### src/rtl/target_tx_gate.sv
// Gated 8N1 UART transmitter for the target link. Bytes are queued in a small FIFO,
// and a new frame may start only from IDLE while tx_release is high.
//
// state   | meaning
// --------+---------------------------------------------------------------
// S_IDLE  | line idle high; pops the FIFO head when released and non-empty
// S_START | start bit (low) for CLKS_PER_BIT cycles
// S_DATA  | eight data bits, LSB first, CLKS_PER_BIT cycles each
// S_STOP  | stop bit (high) for CLKS_PER_BIT cycles
module target_tx_gate #(
    parameter int CLKS_PER_BIT = 868,
    parameter int DEPTH        = 16,
    parameter int ADDR_W       = 4
) (
    input  logic              clk,
    input  logic              rst_n,
    input  logic [7:0]        in_data,
    input  logic              in_valid,
    output logic              in_ready,
    input  logic              flush,
    input  logic              tx_release,
    output logic              dout,
    output logic              busy,
    output logic [ADDR_W:0]   level,
    output logic              drop
);

    localparam int CNT_W = (CLKS_PER_BIT > 1) ? $clog2(CLKS_PER_BIT) : 1;

    localparam logic [1:0] S_IDLE  = 2'd0;
    localparam logic [1:0] S_START = 2'd1;
    localparam logic [1:0] S_DATA  = 2'd2;
    localparam logic [1:0] S_STOP  = 2'd3;

    localparam logic [CNT_W-1:0] CNT_LAST   = CNT_W'(CLKS_PER_BIT - 1);
    localparam logic [ADDR_W:0]  LEVEL_FULL = (ADDR_W + 1)'(DEPTH);

    logic [7:0]        r_mem [DEPTH];
    logic [ADDR_W-1:0] r_wr_ptr;
    logic [ADDR_W-1:0] r_rd_ptr;
    logic [ADDR_W:0]   r_level;
    logic              r_drop;

    logic [1:0]        r_state;
    logic [CNT_W-1:0]  r_cnt;
    logic [2:0]        r_bit_idx;
    logic [7:0]        r_shift;
    logic              r_dout;

    logic              w_full;
    logic              w_push;
    logic              w_pop;
    logic              w_bit_end;

    assign w_full    = (r_level == LEVEL_FULL);
    assign w_push    = in_valid && !w_full && !flush;
    // A flush empties the queue on the same edge, so it also suppresses a pop.
    assign w_pop     = (r_state == S_IDLE) && tx_release && (r_level != '0) && !flush;
    assign w_bit_end = (r_cnt == CNT_LAST);

    assign in_ready = !w_full;
    assign level    = r_level;
    assign drop     = r_drop;
    assign dout     = r_dout;
    assign busy     = (r_state != S_IDLE) || (r_level != '0);

    always_ff @(posedge clk) begin
        if (rst_n && w_push) begin
            r_mem[r_wr_ptr] <= in_data;
        end
    end

    always_ff @(posedge clk) begin
        if (!rst_n) begin
            r_wr_ptr <= '0;
            r_rd_ptr <= '0;
            r_level  <= '0;
            r_drop   <= 1'b0;
        end else begin
            r_drop <= in_valid && w_full;
            if (flush) begin
                r_wr_ptr <= '0;
                r_rd_ptr <= '0;
                r_level  <= '0;
            end else begin
                if (w_push) begin
                    r_wr_ptr <= r_wr_ptr + ADDR_W'(1);
                end
                if (w_pop) begin
                    r_rd_ptr <= r_rd_ptr + ADDR_W'(1);
                end
                if (w_push && !w_pop) begin
                    r_level <= r_level + (ADDR_W + 1)'(1);
                end else if (w_pop && !w_push) begin
                    r_level <= r_level - (ADDR_W + 1)'(1);
                end
            end
        end
    end

    always_ff @(posedge clk) begin
        if (!rst_n) begin
            r_state   <= S_IDLE;
            r_cnt     <= '0;
            r_bit_idx <= 3'd0;
            r_shift   <= 8'd0;
            r_dout    <= 1'b1;
        end else begin
            case (r_state)
                S_IDLE: begin
                    r_dout <= 1'b1;
                    r_cnt  <= '0;
                    if (w_pop) begin
                        r_shift <= r_mem[r_rd_ptr];
                        r_state <= S_START;
                        r_dout  <= 1'b0;
                    end
                end
                S_START: begin
                    if (w_bit_end) begin
                        r_cnt     <= '0;
                        r_bit_idx <= 3'd0;
                        r_state   <= S_DATA;
                        r_dout    <= r_shift[0];
                    end else begin
                        r_cnt <= r_cnt + CNT_W'(1);
                    end
                end
                S_DATA: begin
                    if (w_bit_end) begin
                        r_cnt <= '0;
                        if (r_bit_idx == 3'd7) begin
                            r_state <= S_STOP;
                            r_dout  <= 1'b1;
                        end else begin
                            // Shift right so the next bit to send always sits at r_shift[1].
                            r_bit_idx <= r_bit_idx + 3'd1;
                            r_shift   <= {1'b0, r_shift[7:1]};
                            r_dout    <= r_shift[1];
                        end
                    end else begin
                        r_cnt <= r_cnt + CNT_W'(1);
                    end
                end
                S_STOP: begin
                    if (w_bit_end) begin
                        r_cnt   <= '0;
                        r_state <= S_IDLE;
                    end else begin
                        r_cnt <= r_cnt + CNT_W'(1);
                    end
                end
                default: begin
                    r_state <= S_IDLE;
                    r_dout  <= 1'b1;
                end
            endcase
        end
    end

endmodule

### config.mk
export PLATFORM = sky130hd
export DESIGN_NAME = target_tx_gate
export DESIGN_NICKNAME = d
export VERILOG_FILES = /design/src/rtl/target_tx_gate.sv
export SDC_FILE = /design/constraint.sdc
export NUM_CORES = 1
export LEC_CHECK = 0
export CAP_MARGIN = 25
export CORE_ASPECT_RATIO = 0.7
export CORE_MARGIN = 4
export CORE_UTILIZATION = 52
export CTS_CLUSTER_DIAMETER = 40
export DETAILED_ROUTE_END_ITERATION = 16
export PLACE_DENSITY = 0.74
export SLEW_MARGIN = 5
export SYNTH_ARGS = -nofsm -noshare
export SYNTH_HDL_FRONTEND = slang
export SYNTH_SLANG_ARGS = --single-unit
### constraint.sdc
create_clock -name clk -period 7.9 [get_ports clk]
set_input_delay 0.79 -clock clk [delete_from_list [all_inputs] [get_ports clk]]
set_output_delay 0.79 -clock clk [all_outputs]
set_load 0.01 [all_outputs]
==> results.md <==
- In this design, the stage delay of the slowest critical-path cell is 1.00 ns.
- The via count of the first global-routing pass is about 4000.
- The launch instance of the worst min-delay path is r_cnt[0].
- The clock tree from TritonCTS is yes.
- The row count is 35.
- Once detail routing completed, the nets flagged for antenna violations numbered 0.
- Timing would allow up to between 0.2 and 0.3 GHz.
- The H-tree generated during clock tree synthesis spans 4 levels.
- The worst setup path is of the input port to flop kind.
- The share of total power dissipated in sequential elements is between 40% and 50%.
- The normalized max-slew margin is between 40 and 50%.
- Summing every instance area after synthesis gives between 0.007 and 0.008 mm2.
- The number of filler cells placed in the layout is 1003.
- For this run, design rule violations remaining after detail routing come to 0.
- Walking the worst path, the cells encountered are clkdlybuf4s50_1 -> nand2b_1 -> nor2_1 -> nand2_1 -> nor2_1.
- The number of synthesized flops with an enable pin is 128.
- The count of hold buffers inserted by post-cts repair is 0.
- The area of the multi-input gates is 0.00221 mm2.
- The worst register-to-register path has a setup slack of approximately 4.7 ns.
- At the pin with the least slew margin, the transition time is between 0.8 and 0.9 ns.
- During I/O placement, the number of pins put on the boundary was 22.
- The root buffer cell is sky130_fd_sc_hd__clkbuf_16.
- Per report_power, the clock group accounts for around 41% of the total.
- The type of destination of the critical path is a flop.
- The maximum clock skew at final layout is roughly 0.011 ns.
- In the final design database the tool counted around 530 nets.
- The remaining global-route overflow is 0.
- The critical path required time is 7.95 ns.
- The clock edge transition at the registers on the reported setup and hold paths is roughly 0.07 ns.
- The global-route wire length before repair is around 22000 um.
- Yosys printed 0 warnings.
- The initial utilization of the core area, before any placement, comes to 53.5%.
- The combinational share of power is roughly a tenth.
- The number of violations of the max-capacitance limit is 0.
- Global routing used 19.0% of the available tracks.
- By instance count, the cell type seen most on the critical path is sky130_fd_sc_hd__nor2_1.
- The sequential-to-total area share from yosys stat is 66.3%.
- The launching instance or port of the critical path is rst_n.
- During placement, the flow inserted port buffers numbering 21.
- Of the cells placed in the final design, the portion with a size suffix greater than 1 is between 10% and 20%.
- Adding up every negative setup slack in the final design gives 0 ns.
- The busiest layer in global routing is met2.
- Synthesis produced a netlist with a net count of between 500 and 600.
- In this run switching power makes up ~25% of total power.
- Setup violations remaining at the end of the flow were counted as 0.
- Overall power consumption after layout is estimated at 2.01 mW.
- The total power divided by cell area is roughly 250 mW/mm2.
- After detailed placement, the total cell area comes to roughly 0.0074 mm2.
- The number of cells on the worst reg-to-reg path is 10.
- The die extent in y is roughly 110 um.
- Global routing used a little under 30% of the available met2 tracks.
- The path with the worst hold slack has its endpoint at r_cnt[0].
- The longest clock path from root to sink contains 2 buffers.
- The number of DRC markers after the initial detailed-route iteration is 489.
- Setup repair after global routing left no endpoint under its margin.
- Entering global routing, the biggest net connects 37 pins.
- Counting instances, the worst hold path has a depth of 1.
- The average via count per standard cell is 5.68.
- Yosys attributes the largest share of cell area to sky130_fd_sc_hd__edfxtp_1 (54%), sky130_fd_sc_hd__dfxtp_1 (12%), sky130_fd_sc_hd__mux4_2 (6.4%), sky130_fd_sc_hd__mux2i_1 (5.0%), sky130_fd_sc_hd__ha_1 (3.0%).
- Counting instances in the post-synthesis netlist gives the leading cell types as sky130_fd_sc_hd__edfxtp_1 (128), sky130_fd_sc_hd__nor2_1 (50), sky130_fd_sc_hd__dfxtp_1 (42), sky130_fd_sc_hd__mux2i_1 (35).
- The total clock sinks is 170.
- The register cell area after layout is 0.00469 mm2.
- The post-synthesis area per instance is 14.8 um2.
- The global-route met1 utilization is roughly 28%.
- The final design instance area without fill is between 0.008 and 0.009 mm2.
- Routability-driven placement finished with a final weighted congestion of around 0.83.
- sky130_fd_sc_hd__edfxtp_1 takes more of the synthesized area than any other cell.
- After clock tree synthesis, the repair step resized 0 gates.
- The final max-slew violation count was 0.
- The leakage power of the design is around 2.6 nW.
- The flow ran to the end, and the final reports show no timing, DRC or antenna violations.
- The final cycle utilization of the critical path is between 40% and 50%.
- The endpoint identified for the worst register-to-register timing path is level[4].
- In this run the horizontal extent of the chip is around 150 um.
- Summed over all nets, the switching power comes to ~0.51 mW.
- The synthesis-to-finish area growth is 13.6%.
- The cell-internal power is 1.51 mW.
- The area of the core is 0.0132 mm2.
- Summed over all nets, the half-perimeter wirelength after detailed placement is 9210 um.
- TritonCTS created 17 clock buffers.
- The start of the worst register-to-register path is level[0].
- Yosys instantiated no cell more often than sky130_fd_sc_hd__edfxtp_1.
- Clock latency on the worst-skew pair, taken at its later pin, is 0.43 ns.
- The count of distinct cell types in the synthesized netlist is between 40 and 50.
- The data arrival time of the critical path is between 3 and 4 ns.
- Once the clock tree was built, the setup fixing pass inserted 0 buffers.
- The number of antenna violations at the first check in global routing was 0.
- In the global route stage, met3 resource usage came out at 4.68%.
- The synthesized design contains 170 register bits.
- The share of synthesized area in the top cell type comes to roughly 54%.
- The cell with the largest stage delay on the worst path is sky130_fd_sc_hd__clkdlybuf4s50_1.
- Across the VDD grid, the largest voltage drop is approximately 0.00015 V.
- The post-detailed-routing wire length is between 10000 and 15000 um.
- The final critical delay including setup and external delays is 3.47 ns.
- Across all layers, the routed design uses between 3000 and 4000 vias.
- In the final routed layout, each cell accounts on average for just under 20 um.
- In the synthesized netlist, the number of instances is between 400 and 500.
- The die covers between 0.015 and 0.02 mm2.
- The tightest min-delay check is of the flop to flop type.
- The first detailed-routing pass ran for 5 iterations.
- The top fanout value on the critical path is 26.
- STA classifies the critical path startpoint as an input port.
- The final number of hold-violating endpoints came to 0.
- After synthesis, the share of flip-flops with an asynchronous set or reset is 0%.
- The most used flip-flop cell after synthesis is sky130_fd_sc_hd__edfxtp_1.
[layout make-up]
type	instances	share of cell area [%]
diodes	1	0.0312
well taps	185	2.88
multi-input cells	275	27.6
clock buffers	18	5.61
repair buffers	27	3.12
clock inverters	14	1.87
flip-flops and latches	170	58.4
inverters	12	0.561
[metrics by stage]
step	setup slack [ns]	hold WS, ns	utilization (%)	instances
5_1_grt	4.19	0.478	60.7	701
2_1_floorplan	5.05	0.413	-	477
6_report	4.43	0.440	60.7	702
3_5_place_dp	3.73	0.436	56.0	665
4_1_cts	4.17	0.446	60.5	697
3_3_place_gp	3.90	0.426	56.0	665
[worst max-delay path, delay by kind of cell]
kind | cells | cell delay (ns)
buffers and inverters | 1 | 1.00
and+or+nand+nor | 4 | 1.73
[logic make-up after synthesis]
group           synth area share, %
fa+ha+maj                      3.29
compound gates                 6.51
mux                            11.6
simple gates                   7.75
buf+inv                        2.42
xor+xnor                       2.11
flops                          66.3
[sequential cells by signal (all words and copies together), names as in the netlist, named ones only]
register / count
dout: 1
level: 5
r_bit_idx: 3
r_wr_ptr: 4
r_rd_ptr: 4
r_state: 2
r_cnt: 10
r_mem: 128
r_shift: 8
drop: 1
[placed cells by master (no fill, tap or decap), types with 5 or more instances in the layout]
cell,Yosys,final
sky130_fd_sc_hd__edfxtp_1,128,128
sky130_fd_sc_hd__nor2_1,50,50
sky130_fd_sc_hd__dfxtp_1,42,41
sky130_fd_sc_hd__mux2i_1,35,35
sky130_fd_sc_hd__clkdlybuf4s50_1,0,21
sky130_fd_sc_hd__a21oi_1,20,20
sky130_fd_sc_hd__mux4_2,20,20
sky130_fd_sc_hd__clkbuf_16,0,18
sky130_fd_sc_hd__nand2_1,17,17
sky130_fd_sc_hd__o21ai_0,17,17
sky130_fd_sc_hd__ha_1,17,17
sky130_fd_sc_hd__nand3_1,15,15
sky130_fd_sc_hd__inv_1,12,12
sky130_fd_sc_hd__xnor2_1,9,9
sky130_fd_sc_hd__xor2_1,8,8
sky130_fd_sc_hd__a221oi_1,8,8
sky130_fd_sc_hd__nor3_1,6,6
sky130_fd_sc_hd__nand2b_1,5,5
sky130_fd_sc_hd__o22ai_1,5,5
sky130_fd_sc_hd__a32o_1,5,5
[power groups by stage]
| stage | clock network [mW] | registers (mW) | logic [mW] |
|---|---|---|---|
| after global routing | 0.877 | 1.00 | 0.208 |
| final | 0.825 | 1.00 | 0.188 |
| after detailed placement | 0 | 1.02 | 0.188 |
| after floorplan | 0 | 1.02 | 0.132 |
| after global placement | 0 | 1.02 | 0.182 |
| after CTS | 0.831 | 1.00 | 0.188 |
[layer usage]
metal  up-vias  share of wire (%)
met1      1981                 47
met4         0                1.2
li1       1863                  -
met3        14                6.0
met2       127                 46
met5         -                  0
[worst max-delay path by stage]
| stage | endpoint | slack [ns] | cells after the start |
|---|---|---|---|
| floorplan | level[4] | 5.05 | 11 |
| global placement | r_mem[2][1] | 3.90 | 5 |
| finish | r_mem[15][1] | 4.43 | 5 |
| global route | r_mem[15][1] | 4.19 | 5 |
| detailed placement | r_mem[2][3] | 3.73 | 5 |
| CTS | r_mem[3][2] | 4.17 | 5 |
(Power assumes the default switching activity.)
